### config.mk
export PLATFORM = sky130hd
export DESIGN_NAME = pipe_skid_reg
export DESIGN_NICKNAME = d
export VERILOG_FILES = /design/src/rtl/pipe_skid_reg.sv
export SDC_FILE = /design/constraint.sdc
export NUM_CORES = 1
export LEC_CHECK = 0
export ABC_AREA = 1
export BUFFER_PORTS_ARGS = -buffer_cell sky130_fd_sc_hd__buf_2
export CORE_MARGIN = 2
export CORE_UTILIZATION = 50
export DETAILED_ROUTE_END_ITERATION = 7
export GPL_ROUTABILITY_DRIVEN = 0
export GPL_TIMING_DRIVEN = 0
export PLACE_DENSITY = 0.76
export SETUP_SLACK_MARGIN = 0.2
export SLEW_MARGIN = 20
export SYNTH_ARGS = -nofsm -noshare
export SYNTH_HDL_FRONTEND = slang
export SYNTH_SLANG_ARGS = --single-unit
### constraint.sdc
create_clock -name clk -period 1.7 [get_ports clk]
set_input_delay 0 -clock clk [delete_from_list [all_inputs] [get_ports clk]]
set_output_delay 0 -clock clk [all_outputs]
set_load 0.005 [all_outputs]
### src/rtl/pipe_skid_reg.sv
// pipe_skid_reg: two-entry pipeline register with a skid buffer.
//
// A main entry drives the output; a skid entry catches the one word that
// arrives while the downstream side is blocked. Every output comes straight
// from a flop, so there is no combinational path from in_valid/out_ready
// to in_ready or to the out_* signals.
//
// Parameters
//   WIDTH       payload width in bits (1..256)
//   CLEAR_DATA  1: payload registers zeroed on rst/flush, 0: payload held
//
// Ports
//   clk        sole clock, rising edge
//   rst        synchronous active-high reset, overrides everything
//   flush      discard both entries; beats push, pop and stall
//   stall      freeze the output (no pop), pushes still allowed
//   in_valid   upstream payload valid
//   in_data    upstream payload
//   in_ready   stage can accept (registered)
//   out_valid  main entry holds a payload (registered)
//   out_data   main entry payload (registered)
//   out_ready  downstream accepts
//   count      occupancy 0..2 (registered)
//
// state    | meaning
// ---------+----------------------------------------------
// ST_EMPTY | no entries held, in_ready = 1
// ST_ONE   | main entry valid, skid empty, in_ready = 1
// ST_FULL  | main and skid valid, in_ready = 0

module pipe_skid_reg #(
   parameter int WIDTH      = 32,
   parameter bit CLEAR_DATA = 1'b1
) (
   input  logic             clk,
   input  logic             rst,
   input  logic             flush,
   input  logic             stall,
   input  logic             in_valid,
   input  logic [WIDTH-1:0] in_data,
   output logic             in_ready,
   output logic             out_valid,
   output logic [WIDTH-1:0] out_data,
   input  logic             out_ready,
   output logic [1:0]       count
);

   typedef enum logic [1:0] {
      ST_EMPTY = 2'd0,
      ST_ONE   = 2'd1,
      ST_FULL  = 2'd2
   } state_t;

   state_t           state;
   logic [WIDTH-1:0] skid_data;
   logic             push;
   logic             pop;

   assign push = in_valid & in_ready & ~flush;
   assign pop  = out_valid & out_ready & ~stall;

   always_ff @(posedge clk) begin
      if (rst || flush) begin
         state     <= ST_EMPTY;
         out_valid <= 1'b0;
         count     <= 2'd0;
         in_ready  <= 1'b1;
         if (CLEAR_DATA) begin
            out_data  <= '0;
            skid_data <= '0;
         end
      end else begin
         case (state)
            ST_EMPTY: begin
               if (push) begin
                  state     <= ST_ONE;
                  out_data  <= in_data;
                  out_valid <= 1'b1;
                  count     <= 2'd1;
                  in_ready  <= 1'b1;
               end
            end
            ST_ONE: begin
               if (push && pop) begin
                  out_data <= in_data;
               end else if (push) begin
                  // Downstream did not take main: park the new word in skid.
                  state     <= ST_FULL;
                  skid_data <= in_data;
                  count     <= 2'd2;
                  in_ready  <= 1'b0;
               end else if (pop) begin
                  state     <= ST_EMPTY;
                  out_valid <= 1'b0;
                  count     <= 2'd0;
               end
            end
            ST_FULL: begin
               // in_ready is low here, so only a pop can move us.
               if (pop) begin
                  state    <= ST_ONE;
                  out_data <= skid_data;
                  count    <= 2'd1;
                  in_ready <= 1'b1;
               end
            end
            default: begin
               state     <= ST_EMPTY;
               out_valid <= 1'b0;
               count     <= 2'd0;
               in_ready  <= 1'b1;
            end
         endcase
      end
   end

endmodule

# After elaboration in Yosys (flattened, before gate mapping)
# Index checks and enable logic that the tools add are counted.
# W data, S select, Z words.
# totals
reg_bits,68
inputBits,38
word_cells,51
# classes
eq_ne,10
muxes,19
n_bitwise,8
reduce_logical,9
# op_table
cell,count
$mux W32,3
$pmux W32 S3,1
$ne A2 B2 Y1 const B,7
$reduce_and A4 Y1,3
$mux W2,5
$mux W1,7
$pmux W1 S3,2
$pmux W2 S3,1
$reduce_and A5 Y1,1
$and A1 B1 Y1,4
$not A1 Y1,4
$ne A3 B3 Y1 const B,1
$reduce_and A3 Y1,1
$reduce_bool A3 Y1,1
$eq A2 B1 Y1 const B,1
$eq A2 B2 Y1 const B,1
$logic_not A2 Y1,1
$logic_and A1 B1 Y1,1
$logic_or A1 B1 Y1,1

# Logic depth before layout (Yosys ltp)
# Gate-level depths: netlist (run 1).
# logic_depth
word_depth,6
ltp_mapped,9
mapped_depth_nobuf,8

# Worst setup path after synthesis (run 1)
# Ideal clock, no wire load.
# synth_path
kind,register -> register
from,register state[0]
to,register skid_data[22]
setup_time_ns,0.119
arrival_ns,1.119
required_ns,1.581
slack_ns,0.462
path_stages_with_launch,8
synth_period_minus_slack_ns,1.238
cell_sequence,dfxtp_1 inv_2 nor2_2 nand3_1 buf_2 buf_4 o21ai_1 a21oi_1
# synth_between
elab_chain_cells,2
# synth_rtl
element,line_no,source
from (decl),54,state_t state;
from (signal assigned),64,state <= ST_EMPTY;
from (signal assigned),76,state <= ST_ONE;
from (signal assigned),88,state <= ST_FULL;
$eq A2 B1 Y1,73,case (state)
$reduce_and A3 Y1 (no line),--,
to (signal assigned),89,skid_data <= in_data;
to (decl),55,logic [WIDTH-1:0] skid_data;
# No other way between the ends.
# A chain may end at the register's enable or synchronous reset.

# Worst setup path after layout (run 1)
# layout_path
from,input rst
to,register skid_data[0]
# layout_between
elab_chain_cells,1
# layout_rtl
element,line_no,source
from (decl),36,"input logic rst,"
$logic_or A1 B1 Y1,63,if (rst || flush) begin
# No other way between the ends.

==> impl_metrics.env, run 1 <==
export IMPL_status="finished, final reports clean"
export IMPL_yosysTopAreaCellShare_pct=47.5
export IMPL_drv_slew=0
export IMPL_clk_pin_slew_ps=70
export IMPL_worst_setup_path_start_kind="input pin"
export IMPL_min_period_ps=1420
export IMPL_syn_area_um2=2870
export IMPL_wl_per_cell_um=12.2
export IMPL_min_delay_start="in_valid"
export IMPL_timing_rr_start="in_ready$_SDFFE_PP1P_"
export IMPL_place_inst=539
export IMPL_design_area_um2=3880
export IMPL_cellLeakagePower_nw=1.61
export IMPL_layout_drive_gt1_share_pct=23.6
export IMPL_synth_nets=432
export IMPL_crit_type="input pin to flip-flop"
export IMPL_multi_input_area_um2=1220
export IMPL_first_iter_violations=158
export IMPL_rsz0062_at_grt="true"
export IMPL_final_cell_mix="buf_2 (84), nand2_1 (79), a21oi_1 (67)"
export IMPL_core_um2=5510
export IMPL_post_cts_setup_buffer_count=0
export IMPL_cts_root_buf="clkbuf_8"
export IMPL_grt_ovfl_total=0
export IMPL_grt_pass1_vias=2819
export IMPL_ys_ff_latch=68
export IMPL_die_w_um=79.7
export IMPL_fin_tns_setup_ps=0
export IMPL_place_ws_ps=190
export IMPL_p_per_area_nw_per_um2=823
export IMPL_finalHoldViolCount=0
export IMPL_clk_latency_ps=340
export IMPL_ir_worst_vdd_mv=0.594
export IMPL_place_area_um2=3320
export IMPL_grt_max_degree=11
export IMPL_die_area_um2=6360
export IMPL_clock_sinks=68
export IMPL_avgSynthCellArea_um2=7.28
export IMPL_relSlewSlack_pct=69.3
export IMPL_initial_utilization_pct=52.1
export IMPL_critPathRequiredTime_ps=1970
export IMPL_regArea_um2=1370
export IMPL_cts_tree="done"
export IMPL_num_antenna_cells=0
export IMPL_nNetsFinal=551
export IMPL_cap_violations=0
export IMPL_fp_dieH_um=79.7
export IMPL_hpwl_um=4960
export IMPL_numPortBuffers=73
export IMPL_postRouteAntennaNets=0
export IMPL_grt_pass1_wl_um=12000
export IMPL_vias=2958
export IMPL_drcViolationCount=0
export IMPL_syn2layout_area_growth_pct=35.4
export IMPL_cp_arrival_ps=1690
export IMPL_synth_cell_types=19
export IMPL_endpoint_kind="flip-flop"
export IMPL_cp_max_fo=5
export IMPL_setup_viol=0
export IMPL_worst_pin_slew_ps=460
export IMPL_fin_cells=590
export IMPL_gr_usage_all_layers_pct=24.2
export IMPL_syn_inst=394
export IMPL_detail_route_wirelength_um=7190
export IMPL_ys_warn_count=0
export IMPL_fin_crit_sh_pct=83.6
export IMPL_setup_ws_ps=279
export IMPL_max_freq_mhz=703
export IMPL_cp_startpoint="rst"
export IMPL_cts_buffers=9
export IMPL_synth_area_leaders="dfxtp_1 (47%), a21oi_1 (12%), nand2_1 (10%), o21ai_1 (8.6%), nand3_1 (6.1%)"
export IMPL_nFillCells=476
export IMPL_clock_tree_buffer_depth=2
export IMPL_yosysSeqAreaShare_pct=47.5
export IMPL_yosys_area_top_type="dfxtp_1"
export IMPL_viasPerCell=5.01
export IMPL_antenna_found_initial=0
export IMPL_hold_class="input pin to flip-flop"
export IMPL_firstDrtPassIters=4
export IMPL_final_common_cell="buf_2"
export IMPL_placementRows=27
export IMPL_ioPinCount=74
export IMPL_clock_skew_ps=9.91
export IMPL_htree_levels=3
area by class of cell:
type / instances / share of cell area, %
well taps: 72 / 2.32
flip-flops and latches: 68 / 35.1
clock buffers: 15 / 4.54
plain buffers: 29 / 4.35
multi-input cells: 259 / 31.3
inverters: 38 / 3.77
repair buffers: 108 / 18.4
clock inverters: 1 / 0.129
worst max-delay path, cell delays in order:
cell and delay, ps:
dlygate4sd3_1 540, buf_2 140, nor2_4 190, dlygate4sd3_1 630, o21ai_0 90, a21oi_1 110
per-layer routing:
metal  track usage (%)  vias up  part of all wire, %
li1                  -     1538                    -
met1              28.4     1327                   45
met3              6.67       10                  5.1
met2              41.4       83                   48
met4              10.0        0                  1.6
met5                 0        -                    0
cells in the mapped netlist (all sizes together):
master	count
a21boi	1
a21oi	67
buf	21
clkbuf	8
clkinv	1
dfxtp	68
inv	37
nand2	83
nand3	35
nand3b	1
nor2	7
nor3	1
o21ai	64
power breakdown:
part	leakage, nW	switching (mW)	total, mW	internal (mW)
Clock	0.0937	0.562	1.21	0.649
Sequential	0.550	0.0122	1.63	1.62
Combinational	0.962	0.185	0.355	0.170
Total	1.61	0.759	3.20	2.44
timing repair:
action,in CTS,in global routing
gates resized for setup,1,11
pin swaps,0,1
hold endpoints to repair,33,0
hold buffers,35,0
endpoints found under the setup margin,6,55
cloned,0,0
logic make-up (layout without fill, tap and decap cells):
| logic type | count (synthesis) | count (layout) | synth area share [%] |
|---|---|---|---|
| buffers and inverters | 67 | 191 | 10.6 |
| AOI/OAI and AO/OA | 132 | 132 | 23.1 |
| DFF | 68 | 68 | 47.5 |
| and+or+nand+nor | 127 | 127 | 18.8 |
final timing paths:
check / cells past startpoint / slack (ps) / to
worst min register to register: 2 / 450 / skid_data[15]$_SDFFE_PP0P_
worst max-delay path: 6 / 280 / skid_data[0]$_SDFFE_PP0P_
worst max register to register: 8 / 320 / out_data[31]$_SDFFE_PP0P_
worst min-delay path: 5 / 40 / out_valid$_SDFFE_PP0P_
sequential cells by signal, summed over array words and instances (netlist names):
| name | count |
|---|---|
| out_valid | 1 |
| state | 2 |
| in_ready | 1 |
| out_data | 32 |
| skid_data | 32 |
stage by stage:
| step | power [mW] | hold slack (ps) | util [%] |
|---|---|---|---|
| 2_1_floorplan | 1.83 | 174 | - |
| 3_3_place_gp | 1.94 | 277 | 60.3 |
| 3_5_place_dp | 1.95 | 288 | 60.3 |
| 4_1_cts | 3.22 | 29.1 | 70.1 |
| 5_1_grt | 3.33 | 108 | 70.5 |
| 6_report | 3.20 | 36.8 | 70.5 |
Note: power is estimated with default switching activity, not from simulation.
==> inputs of run 2 (changes only) <==
--- a/config.mk
+++ b/config.mk
@@ -8,11 +8,11 @@
 export ABC_AREA = 1
 export BUFFER_PORTS_ARGS = -buffer_cell sky130_fd_sc_hd__buf_2
 export CORE_MARGIN = 2
-export CORE_UTILIZATION = 50
+export CORE_UTILIZATION = 47
 export DETAILED_ROUTE_END_ITERATION = 7
 export GPL_ROUTABILITY_DRIVEN = 0
 export GPL_TIMING_DRIVEN = 0
-export PLACE_DENSITY = 0.76
+export PLACE_DENSITY = 0.75
 export SETUP_SLACK_MARGIN = 0.2
 export SLEW_MARGIN = 20
 export SYNTH_ARGS = -nofsm -noshare
==> constraint.sdc (replaced) <==
create_clock -name clk -period 1.1 [get_ports clk]
set_input_delay 0 -clock clk [delete_from_list [all_inputs] [get_ports clk]]
set_output_delay 0 -clock clk [all_outputs]
set_load 0.005 [all_outputs]
==> impl_metrics.env, run 2 (synthesis results as in run 1) <==
export IMPL_htree_levels=3
export IMPL_cts_root_buf="clkbuf_8"
export IMPL_postRouteAntennaNets=0
export IMPL_die_area_um2=6740
export IMPL_crit_path_max_incr_delay_ps=380
export IMPL_antenna_found_initial=0
export IMPL_finalHoldViolCount=0
export IMPL_syn2layout_area_growth_pct=74.1
export IMPL_grt_pass1_wl_um=15500
export IMPL_detail_route_wirelength_um=12300
export IMPL_clk_pin_slew_ps=80
export IMPL_die_w_um=82.1
export IMPL_drv_slew=0
export IMPL_endpoint_kind="flip-flop"
export IMPL_viasPerCell=6.01
export IMPL_fin_cells=614
export IMPL_cts_buffers=9
export IMPL_max_freq_mhz=715
export IMPL_min_period_ps=1400
export IMPL_crit_chain="inv_4, nor2_4, nand3_4, buf_12, clkbuf_16, o21ai_2, a21oi_1"
export IMPL_crit_buf_inv=3
export IMPL_core_um2=5920
export IMPL_clock_skew_ps=6.66
export IMPL_cellLeakagePower_nw=1.98
export IMPL_num_antenna_cells=0
export IMPL_violations="setup timing"
export IMPL_setup_viol=68
export IMPL_first_iter_violations=419
export IMPL_clock_sinks=68
export IMPL_hpwl_um=5190
export IMPL_firstDrtPassIters=5
export IMPL_drcViolationCount=0
export IMPL_ir_worst_vdd_mv=0.975
export IMPL_power_total_mw=5.58
export IMPL_cp_arrival_ps=1650
export IMPL_worst_setup_path_start_kind="flip-flop"
export IMPL_place_inst=542
export IMPL_wl_per_cell_um=20.0
export IMPL_fp_dieH_um=82.1
export IMPL_fin_crit_sh_pct=127
export IMPL_placementRows=28
export IMPL_final_cell_mix="buf_2 (70), nand2_1 (69), dfxtp_1 (64)"
export IMPL_crit_slowest_cell="dfxtp_4"
export IMPL_clk_latency_ps=370
export IMPL_grt_pass1_vias=3252
export IMPL_setup_ws_ps=-299
export IMPL_final_common_cell="buf_2"
export IMPL_relSlewSlack_pct=32.6
export IMPL_cap_violations=0
export IMPL_vias=3691
export IMPL_status="finished with violations"
export IMPL_grt_max_degree=13
export IMPL_ioPinCount=74
export IMPL_crit_type="flip-flop to flip-flop"
export IMPL_postLayoutCoreUtil_pct=84.3
export IMPL_gr_usage_all_layers_pct=30.1
export IMPL_cts_tree="done"
export IMPL_layout_drive_gt1_share_pct=44.2
export IMPL_worst_pin_slew_ps=1010
export IMPL_rsz0062_at_grt="true"
export IMPL_reg_top3="out_data x32, skid_data x32, state x2"
export IMPL_hold_class="input pin to flip-flop"
export IMPL_critPathRequiredTime_ps=1350
export IMPL_holdWs_ps=114
export IMPL_p_per_area_nw_per_um2=1120
export IMPL_nNetsFinal=572
export IMPL_critical_path_top_delay_family="buffers and inverters"
export IMPL_numPortBuffers=73
export IMPL_clock_tree_buffer_depth=2
export IMPL_grt_ovfl_total=0
export IMPL_cp_max_fo=8
export IMPL_initial_utilization_pct=48.4
[run 2: changes by cell type in the layout (fill, tap and decap cells not counted), sizes merged]
cell           before  now
clkinv              1    5
buf                91  115
clkdlybuf4s15       0    1
dlygate4sd3        35   33
clkbuf             26   19
clkinvlp            1    0
bufinv              0    1
inv                37   38
[run 2: cell type report]
type | instances | area (um2)
Clock inverter | 6 | 62.6
Timing Repair Buffer | 129 | 1040
Multi-Input combinational cell | 259 | 1780
Sequential cell | 68 | 1370
Buffer | 29 | 365
Fill cell | 301 | 927
Clock buffer | 10 | 138
Inverter | 38 | 148
Tap cell | 75 | 93.8
[run 2: through the flow]
| stage | setup TNS [ps] | instance area, um2 | setup WS [ps] |
|---|---|---|---|
| 6_report | -15640 | 4990 | -299 |
| 5_1_grt | -18880 | 4990 | -382 |
| 4_1_cts | -9010 | 4520 | -169 |
| 3_5_place_dp | -13470 | 3460 | -265 |
| 3_3_place_gp | -11390 | 3460 | -242 |
| 2_1_floorplan | -2920 | 3000 | -64.3 |
[run 2: worst paths after layout]
kind                              start                         end  slack, ps  cells after the start
max               state[0]$_SDFFE_PP0P_  skid_data[15]$_SDFFE_PP0P_       -300                      7
min                               stall       in_ready$_SDFFE_PP1P_        110                      6
max reg2reg       state[0]$_SDFFE_PP0P_  skid_data[15]$_SDFFE_PP0P_       -300                      7
min reg2reg  skid_data[19]$_SDFFE_PP0P_  skid_data[19]$_SDFFE_PP0P_        460                      2
[run 2: worst register-to-register path: stages, from the launching register on]
cell and delay (ps):
dfxtp_4 380, inv_4 60, nor2_4 160, nand3_4 110, buf_12 180, clkbuf_16 170, o21ai_2 170, a21oi_1 70
[run 2: layer usage]
metal	vias to the layer above	track usage (%)	share of wire, %
li1	1583	-	-
met1	1740	37.0	38
met2	280	50.1	47
met3	88	7.28	8.7
met4	0	13.3	6.3
met5	-	0	0
[run 2: power breakdown]
part,internal (mW),switching (mW),leakage [nW]
clock network,1.11,1.06,0.106
logic,0.403,0.489,1.32
registers,2.49,0.0228,0.551
[run 2: timing repair]
item                       4_1_cts  5_1_grt
resized for setup               92       79
pin swaps                       18       24
gates cloned                     5        2
setup endpoints to repair       69       71
setup buffers                   10        6
hold buffers                    33        0
hold endpoints to repair        32        0
